==> config.mk <==
export PLATFORM = sky130hd
export DESIGN_NAME = graycounter_12
export DESIGN_NICKNAME = d
export VERILOG_FILES = /design/src/rtl/gray12_pkg.sv /design/src/rtl/gray12_enc.sv /design/src/rtl/graycounter_12.sv
export SDC_FILE = /design/constraint.sdc
export NUM_CORES = 1
export LEC_CHECK = 0
export BUFFER_PORTS_ARGS = -buffer_cell sky130_fd_sc_hd__buf_2
export CAP_MARGIN = 40
export CELL_PAD_IN_SITES_DETAIL_PLACEMENT = 1
export CELL_PAD_IN_SITES_GLOBAL_PLACEMENT = 1
export CORE_AREA = 2 2 42 44
export CTS_CLUSTER_DIAMETER = 50
export CTS_CLUSTER_SIZE = 10
export DETAILED_ROUTE_END_ITERATION = 16
export DIE_AREA = 0 0 44 46
export PLACE_DENSITY_LB_ADDON = 0.1
export SETUP_SLACK_MARGIN = 0.4
export SYNTH_ARGS = -nofsm -noshare
export SYNTH_HDL_FRONTEND = slang
export SYNTH_SLANG_ARGS = --single-unit
==> constraint.sdc <==
create_clock -name clk -period 2.19 [get_ports clk]
set_input_delay 0.438 -clock clk [delete_from_list [all_inputs] [get_ports clk]]
set_output_delay 0.438 -clock clk [all_outputs]
set_load 0.02 [all_outputs]
==> src/rtl/gray12_pkg.sv <==
// Shared mod-12 Gray code constants and bin->gray mapping.
// Also used by graydecoder_12 on the read side.
package gray12_pkg;

  localparam int MOD12 = 12;
  localparam logic [3:0] MAXCNT = 4'd11;

  localparam logic [3:0] G0  = 4'b0000;
  localparam logic [3:0] G1  = 4'b0001;
  localparam logic [3:0] G2  = 4'b0011;
  localparam logic [3:0] G3  = 4'b0010;
  localparam logic [3:0] G4  = 4'b0110;
  localparam logic [3:0] G5  = 4'b0111;
  localparam logic [3:0] G6  = 4'b0101;
  localparam logic [3:0] G7  = 4'b0100;
  localparam logic [3:0] G8  = 4'b1100;
  localparam logic [3:0] G9  = 4'b1101;
  localparam logic [3:0] G10 = 4'b1001;
  localparam logic [3:0] G11 = 4'b1000;

  function automatic logic [3:0] bin2gray12(
    input logic [3:0] b
  );
    logic [3:0] g;
    case (b)
      4'd0:    g = G0;
      4'd1:    g = G1;
      4'd2:    g = G2;
      4'd3:    g = G3;
      4'd4:    g = G4;
      4'd5:    g = G5;
      4'd6:    g = G6;
      4'd7:    g = G7;
      4'd8:    g = G8;
      4'd9:    g = G9;
      4'd10:   g = G10;
      default: g = G11;
    endcase
    return g;
  endfunction

endpackage

==> src/rtl/gray12_enc.sv <==
// Combinational bin->gray lookup for the 12-state sequence.
// Feeds the gray register in graycounter_12.
module gray12_enc
  import gray12_pkg::*;
(
  input  logic [3:0] bin_i,
  output logic [3:0] gray_o
);

  always_comb begin
    gray_o = bin2gray12(bin_i);
  end

endmodule

==> src/rtl/graycounter_12.sv <==
// Mod-12 Gray pointer generator with registered bin/gray/pulses.
// Optional lap bit enabled by GRAYCOUNTER_12_LAP_EN.
module graycounter_12
  import gray12_pkg::*;
#(
  parameter logic [3:0] RESET_VAL = 4'd0
) (
  input  logic       clk,
  input  logic       reset,
  input  logic       inc,
  input  logic       clr,
  input  logic       load,
  input  logic [3:0] load_bin,
  output logic [3:0] bin,
  output logic [3:0] gray,
  output logic       wrap,
`ifdef GRAYCOUNTER_12_LAP_EN
  output logic       lap,
`endif
  output logic       load_err
);

  logic [3:0] bin_q, bin_d;
  logic [3:0] gray_q, gray_d;
  logic       wrap_q, wrap_d;
  logic       lerr_q, lerr_d;
  logic       lap_tgl;

  // Priority: clr > load > inc; corrupt bin recovers to 0.
  always_comb begin
    bin_d   = bin_q;
    wrap_d  = 1'b0;
    lerr_d  = 1'b0;
    lap_tgl = 1'b0;
    if (clr) begin
      bin_d = 4'd0;
    end else if (load) begin
      if (load_bin > MAXCNT) begin
        bin_d  = MAXCNT;
        lerr_d = 1'b1;
      end else begin
        bin_d = load_bin;
      end
    end else if (inc) begin
      if (bin_q == MAXCNT) begin
        bin_d   = 4'd0;
        wrap_d  = 1'b1;
        lap_tgl = 1'b1;
      end else if (bin_q > MAXCNT) begin
        bin_d = 4'd0;
      end else begin
        bin_d = bin_q + 4'd1;
      end
    end
  end

  gray12_enc u_enc (
    .bin_i  (bin_d),
    .gray_o (gray_d)
  );

  always_ff @(posedge clk) begin
    if (reset) begin
      bin_q  <= RESET_VAL;
      gray_q <= bin2gray12(RESET_VAL);
      wrap_q <= 1'b0;
      lerr_q <= 1'b0;
    end else begin
      bin_q  <= bin_d;
      gray_q <= gray_d;
      wrap_q <= wrap_d;
      lerr_q <= lerr_d;
    end
  end

`ifdef GRAYCOUNTER_12_LAP_EN
  logic lap_q, lap_d;

  always_comb begin
    lap_d = lap_q;
    if (clr) begin
      lap_d = 1'b0;
    end else if (lap_tgl) begin
      lap_d = ~lap_q;
    end
  end

  always_ff @(posedge clk) begin
    if (reset) begin
      lap_q <= 1'b0;
    end else begin
      lap_q <= lap_d;
    end
  end

  assign lap = lap_q;
`else
  logic unused_lap;
  assign unused_lap = lap_tgl;
`endif

  assign bin      = bin_q;
  assign gray     = gray_q;
  assign wrap     = wrap_q;
  assign load_err = lerr_q;

endmodule

==> flow_metrics.env, run 1 <==
export IMPL_rsz0062_at_grt="no"
export IMPL_place_congestion=0.684
export IMPL_dieArea_um2=2020
export IMPL_yosys_top_cells_area="dfxtp_1, a21oi_1, ha_1, nor2_1, inv_1"
export IMPL_clock_skew_ns=0.00445
export IMPL_dp_cells=85
export IMPL_cts_buffers=3
export IMPL_globalRouteMet2Util_pct=18.2
export IMPL_ys_seq_elements=9
export IMPL_worstReg2RegStart="bin[0]"
export IMPL_worstSetupEndpointType="flop"
export IMPL_drive_gt1_share_pct=48.7
export IMPL_max_freq_mhz=594
export IMPL_synth_top_area_share_pct=38.3
export IMPL_regArea_um2=189
export IMPL_synth_edff_count=0
export IMPL_pre_cts_ws_ns=0.394
export IMPL_port_buffers=18
export IMPL_fp_dieH_um=46
export IMPL_drv_slew=0
export IMPL_clock_sinks=9
export IMPL_num_io_pins=19
export IMPL_r2r_slack_ns=0.51
export IMPL_syn_inst=52
export IMPL_via_per_inst=5.03
export IMPL_area_growth_pct=39.9
export IMPL_grtUsageMet3_pct=5.95
export IMPL_fillers=204
export IMPL_r2r_end="gray[1]"
export IMPL_min_path_type="input pin to flop"
export IMPL_vdd_ir_drop_max_mv=0.377
export IMPL_fin_ws_ns=0.505
export IMPL_overflow=0
export IMPL_clkTransAtPathRegs_ns=0.06
export IMPL_r2r_cells=7
export IMPL_dp_hpwl_um=836
export IMPL_criticalPathCategory="flop to flop"
export IMPL_clockBufferDepth=2
export IMPL_min_period_ns=1.68
export IMPL_slew_headroom_pct=84.8
export IMPL_core_um2=1610
export IMPL_h_tree_depth=1
export IMPL_layout_nets=88
export IMPL_yosysTopAreaCell="dfxtp_1"
export IMPL_finalCritPeriodShare_pct=76.9
export IMPL_path_cells="ha_4 -> o21ai_0 -> a21oi_1 -> a211o_1 -> ha_2 -> nand2b_1 -> a21oi_1"
export IMPL_grt_pass1_vias=385
export IMPL_grt_pass1_wl_um=1750
export IMPL_cts_hold_buf=0
export IMPL_antenna_found_initial=0
export IMPL_finalSetupViolCount=0
export IMPL_critPathSlowestCell="dfxtp_4"
export IMPL_wl_per_cell_um=12.4
export IMPL_critical_path_max_fanout=5
export IMPL_grt_max_degree=10
export IMPL_finalHoldViolCount=0
export IMPL_status="finished, final reports clean"
export IMPL_postRouteWirelength_um=1160
export IMPL_layout_common_cells="buf_2, dfxtp_1, nor2_1"
export IMPL_clockRootBuffer="clkbuf_4"
export IMPL_worstPathArrival_ns=1.88
export IMPL_use_met1_pct=15.2
export IMPL_synth_area_um2=470
export IMPL_worst_hold_path_endpoint="load_err"
export IMPL_stdcell_count=93
export IMPL_ant_nets=0
export IMPL_crit_required_ns=2.39
export IMPL_fp_dieW_um=44
export IMPL_start_util_pct=29.1
export IMPL_final_common_cell="buf_2"
export IMPL_track_usage_pct=12.6
export IMPL_setup_tns_ns=0
export IMPL_cap_viol_max_count=0
export IMPL_hp_start="load_bin[2]"
export IMPL_yosysSeqAreaShare_pct=38.3
export IMPL_power_leakage_uw=0.000317
export IMPL_rows=15
export IMPL_whs_path_depth=3
export IMPL_pwr_density_cell_nw_per_um2=590
export IMPL_insertion_delay_ns=0.26
export IMPL_drt_iter0_markers=1
export IMPL_detail_route_first_pass_iterations=4
export IMPL_start_kind="flop"
export IMPL_synth_nets=63
export IMPL_tightest_slew_ns=0.227
export IMPL_cpPeakStageDelay_ns=0.36
export IMPL_synth_warnings=0
export IMPL_timing_critical_path_mode_cell="a21oi_1"
export IMPL_whs_ns=0.423
export IMPL_drc_errors=0
export IMPL_multi_input_area_um2=287
export IMPL_synthArstFlopShare_pct=0
export IMPL_diodes=0
export IMPL_syn_avg_cell_area_um2=9.05
export IMPL_yosys_most_used_dff="dfxtp_1"
export IMPL_via_count=468
export IMPL_yosysUniqueCellTypes=29
export IMPL_cts_tree="done"
export IMPL_grt_busiest_layer="met2"
[state kept, by name (all words and copies together) (netlist names)]
name,flops
gray,4
bin,3
load_err,1
wrap,1
[how the worst max path moves through the flow]
stage / start / to / slack, ns / cells after the start
6_report: bin[0] / gray[1] / 0.51 / 7
5_1_grt: bin[0] / gray[1] / 0.38 / 7
4_1_cts: bin[0] / gray[2] / 0.41 / 8
3_5_place_dp: bin[0] / gray[2] / 0.39 / 8
3_3_place_gp: bin[0] / gray[2] / 0.40 / 8
2_1_floorplan: bin[1] / gray[2] / 0.41 / 8
[Yosys cell counts (2+ instances only)]
master / number
a21oi_1: 5
dfxtp_1: 9
ha_1: 2
inv_1: 4
nor2_1: 5
nor2b_1: 2
nor4_1: 2
o21ai_0: 2
[critical path, delay by kind of cell, from the launching register on]
kind	cells	cell delay [ns]
adders and majority gates	2	0.49
and+or+nand+nor	1	0.05
AOI/OAI and AO/OA	4	0.71
DFF	1	0.36
[metal layers]
layer	share of wire [%]	routed length (um)	vias to the layer above
li1	-	-	237
met1	44	510	213
met2	48	560	16
met3	6.5	75	2
met4	0.87	10	0
met5	0	0	-
[power by group]
group	total, uW	switching, uW	internal (uW)
logic	79.8	45.3	34.5
clock network	131	60.4	70.4
registers	178	6.59	171
[metrics by stage]
step / instance area, um2 / util (%) / power [uW]
after global placement: 578 / 35.8 / 255
after detailed placement: 578 / 35.8 / 255
after CTS: 604 / 37.4 / 389
after global routing: 658 / 40.8 / 415
final: 658 / 40.8 / 388
after floorplan: 478 / - / 228
[area by class of cell]
class | instances | area share, %
multi-input combinational | 37 | 43.5
clock buffer | 4 | 3.99
timing repair buffer | 22 | 18.3
tap | 17 | 3.23
sequential | 9 | 28.7
inverter | 4 | 2.28
[cells by family (layout without fill, tap and decap cells)]
| logic type | after synthesis | after routing | share of synthesized area, % |
|---|---|---|---|
| simple gates | 18 | 18 | 22.3 |
| compound gates | 15 | 15 | 24.2 |
| flops | 9 | 9 | 38.3 |
| buf+inv | 6 | 30 | 5.58 |
| fa+ha+maj | 2 | 2 | 5.32 |
| xor+xnor | 1 | 1 | 1.86 |
| mux | 1 | 1 | 2.39 |
[what timing repair did]
item                       CTS  global route
setup endpoints to repair    1             2
resized for setup            0             7
pin swaps                    1             4
gates cloned                 0             0
setup buffers                0             4
No activity file was read; power rests on OpenSTA's default activity.
==> run 2: changes to the inputs <==
--- a/config.mk
+++ b/config.mk
@@ -9,11 +9,11 @@
 export CAP_MARGIN = 40
 export CELL_PAD_IN_SITES_DETAIL_PLACEMENT = 1
 export CELL_PAD_IN_SITES_GLOBAL_PLACEMENT = 1
-export CORE_AREA = 2 2 42 44
+export CORE_AREA = 2 2 44 46
 export CTS_CLUSTER_DIAMETER = 50
 export CTS_CLUSTER_SIZE = 10
 export DETAILED_ROUTE_END_ITERATION = 16
-export DIE_AREA = 0 0 44 46
+export DIE_AREA = 0 0 46 48
 export PLACE_DENSITY_LB_ADDON = 0.1
 export SETUP_SLACK_MARGIN = 0.4
 export SYNTH_ARGS = -nofsm -noshare
==> constraint.sdc (replaced) <==
create_clock -name clk -period 1.4 [get_ports clk]
set_input_delay 0.28 -clock clk [delete_from_list [all_inputs] [get_ports clk]]
set_output_delay 0.28 -clock clk [all_outputs]
set_load 0.02 [all_outputs]
==> run 2 against run 1 <==
  * The flow now finishes with violations (negative setup slack)
  * Register-to-register slack lost 0.73 ns
  * Clock skew is 0.0071 ns higher
  * Flip-flop and latch count unchanged
  * Sequential share of layout area is 6.0 points lower
  * First-iteration DRC count stayed put
  * Cell count grew 17%
  * Non-clock buffer count rose by 16
==> flow_metrics.env, run 2 (same netlist as run 1, synthesis figures left out) <==
export IMPL_pwr_density_cell_nw_per_um2=768
export IMPL_final_common_cell="buf_4"
export IMPL_fp_dieW_um=46
export IMPL_pwr_share_seq_pct=41.1
export IMPL_pwr_share_comb_pct=28.9
export IMPL_critical_path_max_fanout=4
export IMPL_finalHoldViolCount=0
export IMPL_port_buffers=18
export IMPL_critPathSlowestCell="dfxtp_4"
export IMPL_utilization_pct=51.9
export IMPL_criticalPathCategory="flop to flop"
export IMPL_overflow=0
export IMPL_largest_register_ffs=4
export IMPL_fin_total_pwr_uw=673
export IMPL_path_buf_inv=0
export IMPL_crit_family="flip-flops"
export IMPL_grt_pass1_wl_um=2320
export IMPL_crit_cells=8
export IMPL_wl_per_cell_um=13.2
export IMPL_postRouteWirelength_um=1440
export IMPL_switching_power_uw=195
export IMPL_start_util_pct=27.9
export IMPL_drt_iter0_markers=1
export IMPL_cpPeakStageDelay_ns=0.36
export IMPL_num_io_pins=19
export IMPL_via_count=537
export IMPL_p_sw_share_pct=28.9
export IMPL_min_period_ns=1.62
export IMPL_dieArea_um2=2210
export IMPL_track_usage_pct=14.7
export IMPL_layout_nets=104
export IMPL_clock_sinks=9
export IMPL_clock_skew_ns=0.0116
export IMPL_cts_hold_buf=0
export IMPL_h_tree_depth=1
export IMPL_layout_common_cells="buf_4, buf_6, buf_2, nor2_1"
export IMPL_power_leakage_uw=0.000416
export IMPL_p_int_uw=478
export IMPL_drc_errors=0
export IMPL_cts_tree="done"
export IMPL_max_freq_mhz=616
export IMPL_ant_nets=0
export IMPL_insertion_delay_ns=0.26
export IMPL_slew_headroom_pct=82.5
export IMPL_grt_pass1_vias=546
export IMPL_area_growth_pct=86.4
export IMPL_diodes=0
export IMPL_fin_ws_ns=-0.222
export IMPL_path_cells="ha_4 -> and4bb_1 -> a21oi_1 -> a211o_1 -> ha_4 -> nand2_2 -> mux2_4 -> nor2_2"
export IMPL_timing_critical_path_mode_cell="ha_4"
export IMPL_cts_buffers=3
export IMPL_finalSetupViolCount=5
export IMPL_min_path_type="input pin to flop"
export IMPL_r2r_cells=8
export IMPL_fp_dieH_um=48
export IMPL_tightest_slew_ns=0.260
export IMPL_drv_slew=0
export IMPL_cap_viol_max_count=0
export IMPL_rsz0062_at_grt="yes"
export IMPL_via_per_inst=4.93
export IMPL_detail_route_first_pass_iterations=2
export IMPL_start_kind="flop"
export IMPL_drive_gt1_share_pct=65.2
export IMPL_rows=15
export IMPL_clockRootBuffer="clkbuf_4"
export IMPL_vdd_ir_drop_max_mv=0.407
export IMPL_crit_required_ns=1.61
export IMPL_core_um2=1690
export IMPL_finalCritPeriodShare_pct=116
export IMPL_place_congestion=0.746
export IMPL_antenna_found_initial=0
export IMPL_failed_checks="negative setup slack"
export IMPL_whs_path_depth=2
export IMPL_clockBufferDepth=2
export IMPL_worstPathArrival_ns=1.83
export IMPL_status="complete, but fails checks"
export IMPL_clkTransAtPathRegs_ns=0.07
export IMPL_grt_max_degree=9
export IMPL_dp_hpwl_um=1150
export IMPL_worstSetupEndpointType="flop"
export IMPL_power_frac_clock_pct=29.9
export IMPL_fillers=197
-- run 2: cell types whose count changed in the layout (fill, tap and decap cells not counted), sizes merged --
cell,change
buf,+16
clkbuf,-1
clkinv,+1
-- run 2: power groups by stage --
stage / clock, uW / sequential, uW / combinational, uW
global route: 220 / 278 / 213
finish: 201 / 277 / 195
floorplan: 0 / 299 / 63.7
global placement: 0 / 281 / 156
CTS: 208 / 278 / 178
detailed placement: 0 / 282 / 159
-- run 2: metal layers --
| metal | wire [um] | global-route usage [%] |
|---|---|---|
| met5 | 0 | 0 |
| met2 | 770 | 26.7 |
| met4 | 6 | 5.14 |
| met3 | 42 | 2.26 |
| met1 | 623 | 17.3 |
-- run 2: what timing repair did --
action,in CTS,in global routing
gates cloned,0,0
gates resized for setup,20,11
pin swaps,2,3
endpoints found under the setup margin,18,17
buffers inserted,0,5
endpoints found under the hold margin,0,0
-- run 2: final timing paths --
path,startpoint,to,slack (ns)
worst max register to register,bin[1],gray[2],-0.22
worst max-delay path,bin[1],gray[2],-0.22
worst min register to register,gray[3],wrap,0.66
worst min-delay path,reset,gray[2],0.27
-- run 2: worst register-to-register path, delay by kind of cell, from the launching register on --
family / cells / cell delay, ns
AOI/OAI and AO/OA: 2 / 0.35
adders and majority gates: 2 / 0.32
DFF: 1 / 0.36
muxes: 1 / 0.25
and+or+nand+nor: 3 / 0.29
-- run 2: stage by stage --
stage | instances | TNS [ns] | setup slack [ns] | hold slack, ns | area [um2]
finish | 109 | -0.732 | -0.222 | 0.270 | 877
CTS | 104 | -0.743 | -0.244 | 0.269 | 807
global placement | 100 | -0.582 | -0.204 | 0.548 | 722
global route | 109 | -1.14 | -0.317 | 0.289 | 877
detailed placement | 100 | -0.653 | -0.241 | 0.552 | 722
floorplan | 52 | -0.357 | -0.168 | 0.349 | 509
-- run 2: area by class of cell --
class | instances | area [um2] | area share [%]
timing repair buffer | 38 | 307 | 35.0
clock inverter | 1 | 5.00 | 0.571
clock buffer | 3 | 22.5 | 2.57
multi-input combinational | 37 | 308 | 35.1
tap | 17 | 21.3 | 2.43
inverter | 4 | 15.0 | 1.71
sequential | 9 | 199 | 22.7
==> run 3: changes to the inputs <==
--- a/config.mk
+++ b/config.mk
@@ -10,12 +10,14 @@
 export CELL_PAD_IN_SITES_DETAIL_PLACEMENT = 1
 export CELL_PAD_IN_SITES_GLOBAL_PLACEMENT = 1
 export CORE_AREA = 2 2 44 46
+export CTS_BUF_LIST = sky130_fd_sc_hd__clkbuf_8 sky130_fd_sc_hd__clkbuf_16
 export CTS_CLUSTER_DIAMETER = 50
 export CTS_CLUSTER_SIZE = 10
 export DETAILED_ROUTE_END_ITERATION = 16
 export DIE_AREA = 0 0 46 48
 export PLACE_DENSITY_LB_ADDON = 0.1
 export SETUP_SLACK_MARGIN = 0.4
+export SKIP_LAST_GASP = 1
 export SYNTH_ARGS = -nofsm -noshare
 export SYNTH_HDL_FRONTEND = slang
 export SYNTH_SLANG_ARGS = --single-unit
==> run 3 against run 2 <==
  * The flow still finishes with violations (negative setup slack)
  * Clock skew fell by 0.0039 ns
  * Total power rose by 15%
  * Cell count rose by 1.8%
  * Via count rose by 3.2%
  * Highest routed layer unchanged
==> flow_metrics.env, run 3 (same netlist as run 1, synthesis figures left out) <==
export IMPL_path_cells="ha_4 -> and4bb_1 -> a21oi_1 -> a211o_1 -> ha_4 -> nand2_1 -> mux2_4 -> nor2_2"
export IMPL_dieArea_um2=2210
export IMPL_drv_slew=0
export IMPL_detail_route_first_pass_iterations=1
export IMPL_overflow=0
export IMPL_stdcell_count=111
export IMPL_postRouteWirelength_um=1480
export IMPL_start_kind="flop"
export IMPL_diodes=0
export IMPL_crit_family="compound AO/OA/AOI/OAI gates"
export IMPL_worstPathArrival_ns=1.84
export IMPL_tightest_slew_ns=0.266
export IMPL_rsz0062_at_grt="yes"
export IMPL_path_buf_inv=0
export IMPL_failed_checks="negative setup slack"
export IMPL_h_tree_depth=1
export IMPL_cts_hold_buf=0
export IMPL_drt_iter0_markers=0
export IMPL_min_path_type="input pin to flop"
export IMPL_hp_start="clr"
export IMPL_place_congestion=0.746
export IMPL_critPathSlowestCell="dfxtp_4"
export IMPL_clkTransAtPathRegs_ns=0.05
export IMPL_port_buffers=18
export IMPL_grt_max_degree=9
export IMPL_power_leakage_uw=0.000426
export IMPL_worst_hold_path_endpoint="bin[0]"
export IMPL_fp_dieW_um=46
export IMPL_clock_skew_ns=0.00768
export IMPL_ant_nets=0
export IMPL_vdd_ir_drop_max_mv=0.521
export IMPL_core_um2=1690
export IMPL_finalCritPeriodShare_pct=119
export IMPL_fin_ws_ns=-0.260
export IMPL_r2r_cells=8
export IMPL_crit_required_ns=1.58
export IMPL_drive_gt1_share_pct=60.6
export IMPL_dp_cells=100
export IMPL_fp_dieH_um=48
export IMPL_timing_critical_path_mode_cell="ha_4"
export IMPL_layout_nets=106
export IMPL_via_per_inst=4.99
export IMPL_clockRootBuffer="clkbuf_8"
export IMPL_multi_input_area_um2=299
export IMPL_critical_path_max_fanout=4
export IMPL_area_growth_pct=86.2
export IMPL_grt_pass1_wl_um=2330
export IMPL_insertion_delay_ns=0.24
export IMPL_whs_path_depth=2
export IMPL_num_io_pins=19
export IMPL_via_count=554
export IMPL_grt_pass1_vias=545
export IMPL_crit_cells=8
export IMPL_final_common_cell="buf_4"
export IMPL_cap_viol_max_count=0
export IMPL_finalHoldViolCount=0
export IMPL_clock_sinks=9
export IMPL_rows=15
export IMPL_cts_buffers=3
export IMPL_fin_total_pwr_uw=772
export IMPL_max_freq_mhz=602
export IMPL_min_period_ns=1.66
export IMPL_dp_hpwl_um=1150
export IMPL_clockBufferDepth=2
export IMPL_antenna_found_initial=0
export IMPL_worstSetupEndpointType="flop"
export IMPL_slew_headroom_pct=82.3
export IMPL_cpPeakStageDelay_ns=0.35
export IMPL_startpoint="bin[0]"
export IMPL_status="complete, but fails checks"
export IMPL_criticalPathCategory="flop to flop"
export IMPL_r2r_end="gray[2]"
export IMPL_finalSetupViolCount=5
export IMPL_cts_tree="done"
export IMPL_wl_per_cell_um=13.4
export IMPL_fillers=203
export IMPL_pre_cts_ws_ns=-0.241
export IMPL_start_util_pct=27.9
export IMPL_layout_common_cells="buf_4, buf_2, buf_6, a21oi_1, dfxtp_1"
export IMPL_largest_register_ffs=4
export IMPL_track_usage_pct=15.0
export IMPL_drc_errors=0
export IMPL_r2r_slack_ns=-0.26
export IMPL_pwr_density_cell_nw_per_um2=881
export IMPL_regArea_um2=195
export IMPL_worstReg2RegStart="bin[0]"
[run 3: cell count changes in the layout (fill, tap and decap cells not counted), sizes merged]
cell and delta:
buf +2
[run 3: routing by layer]
metal / GRT usage [%] / wire length [um] / vias to the layer above / share of wire (%)
li1: - / - / 274 / -
met1: 17.3 / 619 / 261 / 42
met2: 27.2 / 781 / 14 / 53
met3: 1.13 / 47 / 5 / 3.2
met4: 8.57 / 35 / 0 / 2.4
met5: 0 / 0 / - / 0
[run 3: where the power goes]
group,switching (uW),total [uW],internal [uW]
combinational,88.4,191,102
sequential,8.71,275,266
clock,111,306,195
[run 3: worst max path at each step]
stage | slack [ns] | end
2_1_floorplan | -0.17 | gray[2]
3_3_place_gp | -0.20 | gray[2]
3_5_place_dp | -0.24 | gray[2]
4_1_cts | -0.24 | gray[2]
5_1_grt | -0.35 | gray[2]
6_report | -0.26 | gray[2]
[run 3: area by class of cell]
class                   instances  area share (%)
multi-input cells              37            34.1
inverters                       4            1.71
clock buffers                   3            4.71
clock inverters                 1           0.571
well taps                      17            2.43
repair buffers                 40            34.1
flip-flops and latches          9            22.3
[run 3: metrics by stage]
| stage | hold slack (ns) | utilization [%] | setup TNS (ns) | cell area [um2] |
|---|---|---|---|---|
| 6_report | 0.307 | 51.9 | -0.760 | 876 |
| 3_3_place_gp | 0.548 | 42.7 | -0.582 | 722 |
| 4_1_cts | 0.301 | 48.4 | -0.773 | 817 |
| 5_1_grt | 0.317 | 51.9 | -1.26 | 876 |
| 2_1_floorplan | 0.349 | - | -0.357 | 509 |
| 3_5_place_dp | 0.552 | 42.7 | -0.653 | 722 |
[run 3: repair_timing]
item,CTS,global route
gates resized for setup,10,9
buffers inserted,3,4
setup endpoints to repair,13,15
endpoints found under the hold margin,0,0
pin swaps,2,3
